<file path="src/rtl/mux2a1_sync.sv">
// mux2a1_sync: parameterised 2-to-1 data selector.
//
// The combinational output Y follows A/B/Sel at all times, including during
// reset. A registered copy y_q, with its out_valid flag, captures the
// selected word on each rising edge where in_valid is high. A saturating
// counter records how many times Sel changes, for debug.
//
// Optional feature: define MUX2A1_SYNC_PARITY_EN to add y_par, the XOR-reduce
// of y_q. It is registered alongside y_q. The default build omits it.
//
// Parameters:
//   WIDTH  data width of A, B, Y and y_q
//   CNT_W  width of the Sel-toggle counter
//
// Ports:
//   clk          system clock; all state changes on the rising edge
//   rst_n        synchronous active-low reset
//   A, B         data inputs, selected by Sel=0 and Sel=1 respectively
//   Sel          select line
//   in_valid     qualifies A/B/Sel for the registered path
//   clr_cnt      synchronous clear of sel_toggles
//   Y            combinational mux output
//   y_q          registered mux output
//   out_valid    y_q was captured at the last edge
//   y_par        parity of y_q (MUX2A1_SYNC_PARITY_EN only)
//   sel_toggles  saturating count of Sel transitions
module mux2a1_sync #(
  parameter int unsigned WIDTH = 1,
  parameter int unsigned CNT_W = 8
) (
  input  logic             clk,
  input  logic             rst_n,
  input  logic [WIDTH-1:0] A,
  input  logic [WIDTH-1:0] B,
  input  logic             Sel,
  input  logic             in_valid,
  input  logic             clr_cnt,
  output logic [WIDTH-1:0] Y,
  output logic [WIDTH-1:0] y_q,
  output logic             out_valid,
`ifdef MUX2A1_SYNC_PARITY_EN
  output logic             y_par,
`endif
  output logic [CNT_W-1:0] sel_toggles
);

  logic             sel_prev_q;
  logic [CNT_W-1:0] cnt_d;

  // An X/Z select falls through to the default branch, so Y goes fully X
  // rather than merging the bits that A and B happen to share.
  always_comb begin
    Y = 'x;
    case (Sel)
      1'b0:    Y = A;
      1'b1:    Y = B;
      default: Y = 'x;
    endcase
  end

  // A clear beats an increment in the same cycle. The counter stops at
  // all-ones instead of wrapping.
  always_comb begin
    cnt_d = sel_toggles;
    if (clr_cnt) begin
      cnt_d = '0;
    end else if ((Sel != sel_prev_q) && (sel_toggles != {CNT_W{1'b1}})) begin
      cnt_d = sel_toggles + 1'b1;
    end
  end

  always_ff @(posedge clk) begin
    if (!rst_n) begin
      y_q         <= '0;
      out_valid   <= 1'b0;
      sel_toggles <= '0;
      sel_prev_q  <= 1'b0;
    end else begin
      if (in_valid) begin
        y_q <= Y;
      end
      out_valid   <= in_valid;
      sel_toggles <= cnt_d;
      // Sampled every cycle, whatever in_valid says.
      sel_prev_q  <= Sel;
    end
  end

`ifdef MUX2A1_SYNC_PARITY_EN
  always_ff @(posedge clk) begin
    if (!rst_n) begin
      y_par <= 1'b0;
    end else if (in_valid) begin
      y_par <= ^Y;
    end
  end
`endif

endmodule

</file>
<file path="config.mk">
export PLATFORM = sky130hd
export DESIGN_NAME = mux2a1_sync
export DESIGN_NICKNAME = d
export VERILOG_FILES = /design/src/rtl/mux2a1_sync.sv
export SDC_FILE = /design/constraint.sdc
export NUM_CORES = 1
export LEC_CHECK = 0
export BUFFER_PORTS_ARGS = -buffer_cell sky130_fd_sc_hd__buf_2
export CAP_MARGIN = 10
export CORE_AREA = 2 2 39 41
export DETAILED_ROUTE_END_ITERATION = 8
export DIE_AREA = 0 0 41 43
export PLACE_DENSITY = 0.7
export SYNTH_ARGS = -nofsm -noshare
export SYNTH_HDL_FRONTEND = slang
export SYNTH_SLANG_ARGS = --single-unit
</file>
<file path="constraint.sdc">
create_clock -name clk -period 3.77 [get_ports clk]
set_clock_uncertainty 0.05 [all_clocks]
set_input_delay 0.377 -clock clk [delete_from_list [all_inputs] [get_ports clk]]
set_output_delay 0.377 -clock clk [all_outputs]
set_load 0.03 [all_outputs]
</file>
======== Word-level counts from Yosys, hierarchy flattened ========
Index checks and enable logic that the tools add are counted.
storage, ports and cells
  RAM bits ................................ 0
  output and inout bits ................... 11
  latch bits .............................. 0
  flip-flop bits (word level) ............. 11
  logic and storage cells ................. 12
  memories kept ........................... 0
  memory bits (read-only) ................. 0
  input port bits ......................... 7
cells by class
  muxes and demuxes ....................... 1
  multipliers ............................. 0
  reductions and logical operators ........ 2
  $add $sub $neg .......................... 1
  magnitude comparators ................... 0
  div/mod/pow operators ................... 0
  shift-type cells ........................ 0
  bitwise operators ....................... 2
  equality and inequality tests ........... 2
operators by type and width
  operator               number
  $add A8 B1 Y8 const B  1
  $ne A8 B8 Y1 const B   1
  $not A1 Y1             2
  $pmux W1 S2            1
  $reduce_or A2 Y1       1
  $logic_and A1 B1 Y1    1
  $ne A1 B1 Y1           1

======== Depth between registers and ports, before layout ========
Gate-level depths: netlist of run 1.
  depth after elaboration ................. 2
  depth in mapped cells ................... 5

======== Worst setup path before layout of run 1 ========
Ideal clock, no wire load.
  path kind ............................... flip-flop to flip-flop
  from .................................... register sel_toggles[0]
  to ...................................... register sel_toggles[4]
  cell stages (with the launch flop) ...... 6
  setup time .............................. 116 ps
  path buffers ............................ 0
  path slack .............................. 2142 ps
  arrival ................................. 1462 ps
  required time ........................... 3604 ps
  cells stage by stage .................... dfxtp_1 > ha_1 > nand2_1 > a211oi_2 > a21oi_1 > a31o_2
between the ends
  word-level cells in the longest chain between the ends .. 2
  elaborated cells on any way between the ends .. 3
ends and longest elaborated chain
  item                                                   RTL line  RTL
  start, declared                                        44        output logic [CNT_W-1:0] sel_toggles
  start signal, assigned                                 83        sel_toggles <= cnt_d;
  branches (longest 2 deep; another with $add A8 B1 Y8)  --
Parallel ways; which one is timed is not known.
A chain may end at the register's enable or synchronous reset.

======== Final worst setup path of run 1 ========
  from .................................... register sel_toggles[0]
  to ...................................... register sel_toggles[0]
The elaborated chain is that of the path after synthesis.

==> flow_summary_export.csv, run 1 <==
group,metric,value,unit
cells_and_area,drive_gt1_share,33.8,%
logic_synthesis,synthAdderAreaFrac,2.42,%
logic_synthesis,yosysWarningCount,0,
route,drc,0,
cts,cts_tree,"yes",
cells_and_area,finish.net_count,86,
logic_synthesis,synth_area_leaders,"dfxtp_1, a21oi_1, nand4_1",
cells_and_area,diodes,0,
logic_synthesis,synth_top_area_share,42.6,%
logic_synthesis,synthMuxAreaShare,4.12,%
sta,fin_crit_sh,39.4,%
cts,postCtsSetupBuffers,0,
cts,clockRootBuffer,"clkbuf_4",
route,vias_per_cell,5.14,
power_and_ir_drop,pwr-share-comb,11.6,%
route,wirelength,1030,um
sta,final.setup.tns,0,ns
placement,placed_cell_area,622,sq um
floorplan,die_h,43,um
power_and_ir_drop,switching_share,25.4,%
logic_synthesis,yosys.area.top_type,"dfxtp_1",
setup_path,cp-end-kind,"flip-flop",
job,max_cap_violations,0,
logic_synthesis,ys_seq_area_share,42.6,%
logic_synthesis,synth_edf_count,0,
power_and_ir_drop,netSwitchingPower,0.0000578,W
logic_synthesis,netlist_area,517,sq um
logic_synthesis,synth_common_cells,"dfxtp_1, a21oi_1",
setup_path,critical_path_buf_inv_count,0,
cts,clk-insertion-delay-late,0.27,ns
logic_synthesis,synth_fp_nets,64,
power_and_ir_drop,power_density,352,mW/mm^2
logic_synthesis,synth_top_flop_cell,"dfxtp_1",
setup_path,cp_top_family,"flip-flops",
placement,dp_hpwl,826,um
setup_path,slowest_stage,"dfxtp_1",
cells_and_area,area.growth.synth_to_final,25.4,%
cts,cts.sinks,11,
sta,max_freq,673,MHz
setup_path,critPathKind,"reg2reg",
cts,h-tree-depth,1,
sta,period_minus_slack,1.49,ns
floorplan,core_area,0.00138,sq mm
logic_synthesis,async_flop_share,0,%
logic_synthesis,yosysUniqueCellTypes,28,
setup_path,cp.required,3.87,ns
worst_hold_path,hold_class,"in2reg",
setup_path,crit_path_max_incr_delay,0.38,ns
global_route,grt_usage,15.6,%
floorplan,ioPinCount,18,
placement,port_buffers,17,
route,first_pass_iters,4,
floorplan,dieArea,0.00176,sq mm
logic_synthesis,synthXorXnorAreaFrac,6.54,%
route,drt_iter0_drc,9,
global_route,antenna_found_initial,0,
setup_path,start_kind,"flip-flop",
placement,gp_congestion,0.763,
setup_path,cp_max_fo,5,
global_route,grt_max_degree,10,
sta,relSlewSlack,73.7,%
power_and_ir_drop,ir_drop,242,uV
global_route,grt-ovfl-total,0,
logic_synthesis,synth_compound_area_share,15.3,%
logic_synthesis,ys_ff_latch,11,
power_and_ir_drop,seqPwrFrac,53.1,%
route,wire_per_inst,11.1,um
sta,worstMarginPinSlew,0.390,ns
cells_and_area,fill_cells,137,
logic_synthesis,synth_top_family_by_area,"simple AND/OR/NAND/NOR gates",
cells_and_area,design_area,648,sq um
setup_path,crit_arrival,1.59,ns
power_and_ir_drop,clock_power_share,35.3,%
setup_path,cp_cell_sequence,"ha_1 > nand3_1 > o21ai_0 > xor2_1 > nor2_1",
route,vias,478,
power_and_ir_drop,p_leak,0.272,nW
run_status,status,"finished clean",
logic_synthesis,synthCells,56,
floorplan,dieWidth,41,um
sta,grt_setup_unrepaired,"no",
cts,numCtsBuffers,3,
power_and_ir_drop,power.internal,0.000170,W
cts,clk_path_buf_depth,2,
sta,slew_violations,0,
logic_synthesis,synth-simple-area-share,28.3,%
sta,setup_viol,0,
floorplan,fp-row-count,14,
logic_synthesis,yosysMostFrequentCell,"dfxtp_1",
cts,cts_hold_buf,0,
route,ant_nets,0,
global_route,grt_pass1_wl,1840,um
logic_synthesis,syn_avg_cell_area,9.23,sq um
cts,cts.clk_slew.worst_paths,0.06,ns
sta,hold_viol_final,0,
floorplan,start_util,37.3,%
global_route,grt_pass1_vias,460,
cts,cts_resized,0,
==> flip-flops by register name, indices dropped and copies added (netlist names) <==
name / flops
y_q: 1
sel_toggles: 8
sel_prev_q: 1
out_valid: 1
==> layout make-up <==
cell class	count	area, sq um	area share (%)
Timing Repair Buffer	17	85.1	13.1
Clock buffer	4	26.3	4.05
Sequential cell	11	220	34.0
Tap cell	16	20.0	3.09
Inverter	1	3.75	0.579
Multi-Input combinational cell	44	293	45.2
==> worst reg2reg max path, delay by kind of cell (launching register included) <==
kind / cells / cell delay, ns
AND/OR/NAND/NOR: 2 / 0.16
flip-flops: 1 / 0.38
adder cells (fa/ha/maj): 1 / 0.24
XOR/XNOR: 1 / 0.19
AO/OA/AOI/OAI: 1 / 0.35
==> cells by family after synthesis <==
logic type / count (synthesis)
compound gates: 12
xor+xnor: 3
fa+ha+maj: 1
buf+inv: 1
flops: 11
mux: 2
simple gates: 26
==> per-stage QoR <==
step	hold slack [ns]	power, W	cells	setup slack [ns]	utilization, %
floorplan	0.449	0.000141	56	2.14	-
global placement	0.443	0.000150	89	2.30	44.9
detailed placement	0.457	0.000150	89	2.30	44.9
CTS	0.279	0.000232	93	2.27	46.8
global route	0.281	0.000241	93	2.14	46.8
finish	0.284	0.000228	93	2.28	46.8
==> worst paths after layout <==
kind	from	to	slack, ns	cells after the start
worst max-delay path	sel_toggles[0]$_SDFFE_PP0P_	sel_toggles[0]$_SDFFE_PP0P_	2.28	5
worst min-delay path	in_valid	out_valid$_SDFF_PN0_	0.28	2
worst max register to register	sel_toggles[0]$_SDFFE_PP0P_	sel_toggles[0]$_SDFFE_PP0P_	2.28	5
worst min register to register	sel_toggles[1]$_SDFFE_PP0P_	sel_toggles[1]$_SDFFE_PP0P_	0.46	2
==> power groups by stage <==
stage               Clock (W)  Sequential [W]  Combinational [W]
finish              0.0000805        0.000121          0.0000263
global route        0.0000907        0.000121          0.0000291
CTS                 0.0000844        0.000121          0.0000268
detailed placement          0        0.000124          0.0000266
global placement            0        0.000124          0.0000263
floorplan                   0        0.000128          0.0000128
==> cell usage in the layout, fill, tap and decap left out, drive strengths merged <==
cell	count
nand2	3
nand3	3
nand2b	2
nand4	3
a31o	1
xor2	2
and4	2
inv	1
or3	1
a21oi	4
ha	1
nor2	4
mux2	1
nor3	3
a211oi	2
nor2b	2
xnor2	1
o21ai	3
and2	2
dfxtp	11
buf	17
a311oi	1
and3	1
a31oi	1
mux2i	1
clkbuf	4
==> per-layer routing <==
| layer | track usage (%) | share of wire, % |
|---|---|---|
| met1 | 17.0 | 42 |
| met2 | 24.7 | 48 |
| met3 | 9.42 | 8.6 |
| met4 | 4.00 | 0.78 |
| met5 | 0 | 0 |
Note: power is estimated with default switching activity, not from simulation.
==> inputs of run 2 (changes only) <==
clock period = 1.4 ns   (was 3.77 ns; I/O delays follow)
==> run 2 against run 1 <==
  * Final area up 4.2%
  * Clock-buffer cell count unchanged
  * First-iteration DRC count unchanged
  * Sequential cell count unchanged
  * Fmax is 12% higher
  * Clock power rose to 2.7 times the previous value
  * Critical path depth decreased by 1
  * Global-route usage shrank 1.8 points
  * Worst hold slack got worse by 0.23 ns
  * Non-clock buffer count rose by 2
  * Power grew to 2.7 times the previous value
  * Critical path type unchanged
  * Largest cell class unchanged
==> flow_summary_export.csv, run 2 (same netlist as run 1, synthesis figures left out) <==
group,metric,value,unit
setup_path,critPathCapture,"sel_toggles[4]$_SDFFE_PP0P_",
floorplan,start_util,37.3,%
sta,fin_crit_sh,94.4,%
placement,placed_cell_area,649,sq um
sta,final.setup.tns,0,ns
setup_path,r2r_start,"sel_toggles[4]$_SDFFE_PP0P_",
route,ant_nets,0,
cells_and_area,largest_reg_flops,8,
route,vias,495,
setup_path,r2r_cells,4,
cells_and_area,finish.net_count,88,
cells_and_area,mostFrequentLayoutCells,"buf_2, dfxtp_1, a21oi_1",
cells_and_area,layout_commonest_cell,"buf_2",
power_and_ir_drop,finalPower,0.000610,W
power_and_ir_drop,p_leak,0.282,nW
sta,hold_ws,0.0486,ns
setup_path,rrSetupSlack,0.08,ns
cts,clockRootBuffer,"clkbuf_4",
run_status,status,"finished clean",
setup_path,crit_start,"sel_toggles[4]$_SDFFE_PP0P_",
cells_and_area,design_area,676,sq um
global_route,use_met3,3.14,%
worst_hold_path,hold_class,"in2reg",
route,drt_iter0_drc,9,
job,max_cap_violations,0,
global_route,grt.met1_usage,16.0,%
sta,worstMarginPinSlew,0.290,ns
cells_and_area,multi_input_area,295,sq um
sta,hold_viol_final,0,
floorplan,die_h,43,um
route,first_pass_iters,4,
setup_path,crit_arrival,1.43,ns
route,wire_per_inst,10.9,um
floorplan,core_area,0.00138,sq mm
floorplan,fp-row-count,14,
global_route,grt_max_degree,10,
sta,setup_viol,0,
global_route,grt_use_met2,20.9,%
global_route,grt_pass1_wl,1640,um
floorplan,ioPinCount,18,
placement,dp_hpwl,805,um
route,vias_per_cell,5.21,
cells_and_area,fill_cells,132,
placement,dp_slack,0.0445,ns
cts,cts.clk_slew.worst_paths,0.07,ns
sta,grt_setup_unrepaired,"no",
setup_path,cp_max_fo,7,
global_route,grt_usage,13.8,%
sta,max_freq,756,MHz
cells_and_area,diodes,0,
cells_and_area,seqCellArea,230,sq um
power_and_ir_drop,power_density,903,mW/mm^2
cts,clk-insertion-delay-late,0.26,ns
cells_and_area,drive_gt1_share,41.8,%
setup_path,cp-end-kind,"flip-flop",
cts,cts_tree,"yes",
global_route,grt_pass1_vias,448,
cts,h-tree-depth,1,
floorplan,dieArea,0.00176,sq mm
floorplan,dieWidth,41,um
cts,numCtsBuffers,3,
sta,worst_slack,0.0780,ns
cts,postCtsSetupBuffers,0,
sta,relSlewSlack,80.5,%
setup_path,regToRegEndpoint,"sel_toggles[4]$_SDFFE_PP0P_",
sta,period_minus_slack,1.32,ns
cts,clk_path_buf_depth,2,
setup_path,cp.required,1.51,ns
global_route,antenna_found_initial,0,
setup_path,start_kind,"flip-flop",
global_route,grt-ovfl-total,0,
sta,slew_violations,0,
power_and_ir_drop,ir_drop,434,uV
route,drc,0,
placement,gp_congestion,0.784,
cells_and_area,area.growth.synth_to_final,30.8,%
route,wirelength,1040,um
setup_path,critPathKind,"reg2reg",
global_route,busiest_layer,"met2",
cells_and_area,top_register,"sel_toggles",
placement,port_buffers,17,
cts,cts.sinks,11,
run 2: cell count changes in the layout (fill, tap and decap cells not counted), sizes merged:
cell	previous run	this run
buf	17	19
run 2: area by class of cell:
class,instances,area share (%)
Inverter,1,0.556
Multi-Input combinational cell,44,43.7
Tap cell,16,2.96
Clock buffer,4,3.89
Timing Repair Buffer,19,14.8
Sequential cell,11,34.1
run 2: worst min-delay path by stage:
stage | cells after the start | slack [ns] | endpoint | from
finish | 2 | 0.05 | out_valid$_SDFF_PN0_ | in_valid
global route | 2 | 0.06 | out_valid$_SDFF_PN0_ | in_valid
CTS | 2 | 0.04 | out_valid$_SDFF_PN0_ | in_valid
detailed placement | 2 | 0.32 | out_valid$_SDFF_PN0_ | in_valid
global placement | 2 | 0.32 | out_valid$_SDFF_PN0_ | in_valid
floorplan | 1 | 0.21 | out_valid$_SDFF_PN0_ | in_valid
run 2: critical path: stages (launching register included):
cell      delay, ns
dfxtp_1        0.44
and4_1         0.28
a211oi_2       0.09
buf_4          0.15
a31o_2         0.22
run 2: through the flow:
step	util, %	cells
after global placement	46.9	91
after global routing	48.8	95
after floorplan	-	56
final	48.8	95
after CTS	48.8	95
after detailed placement	46.9	91
run 2: where the power goes:
part | switching (W) | total (W) | internal (W) | leakage [nW]
Sequential | 0.00000613 | 0.000325 | 0.000319 | 0.0920
Clock | 0.000104 | 0.000214 | 0.000110 | 0.0150
Combinational | 0.0000441 | 0.0000717 | 0.0000276 | 0.175
run 2: per-layer routing:
| metal | vias to the layer above | part of all wire (%) |
|---|---|---|
| met3 | 2 | 5.9 |
| met2 | 16 | 47 |
| met5 | - | 0 |
| li1 | 258 | - |
| met4 | 0 | 0.87 |
| met1 | 219 | 46 |
run 2: timing repair:
item	4_1_cts	5_1_grt
hold endpoints to repair	0	0
hold buffers	0	0
resized for setup	0	1
setup endpoints to repair	0	3
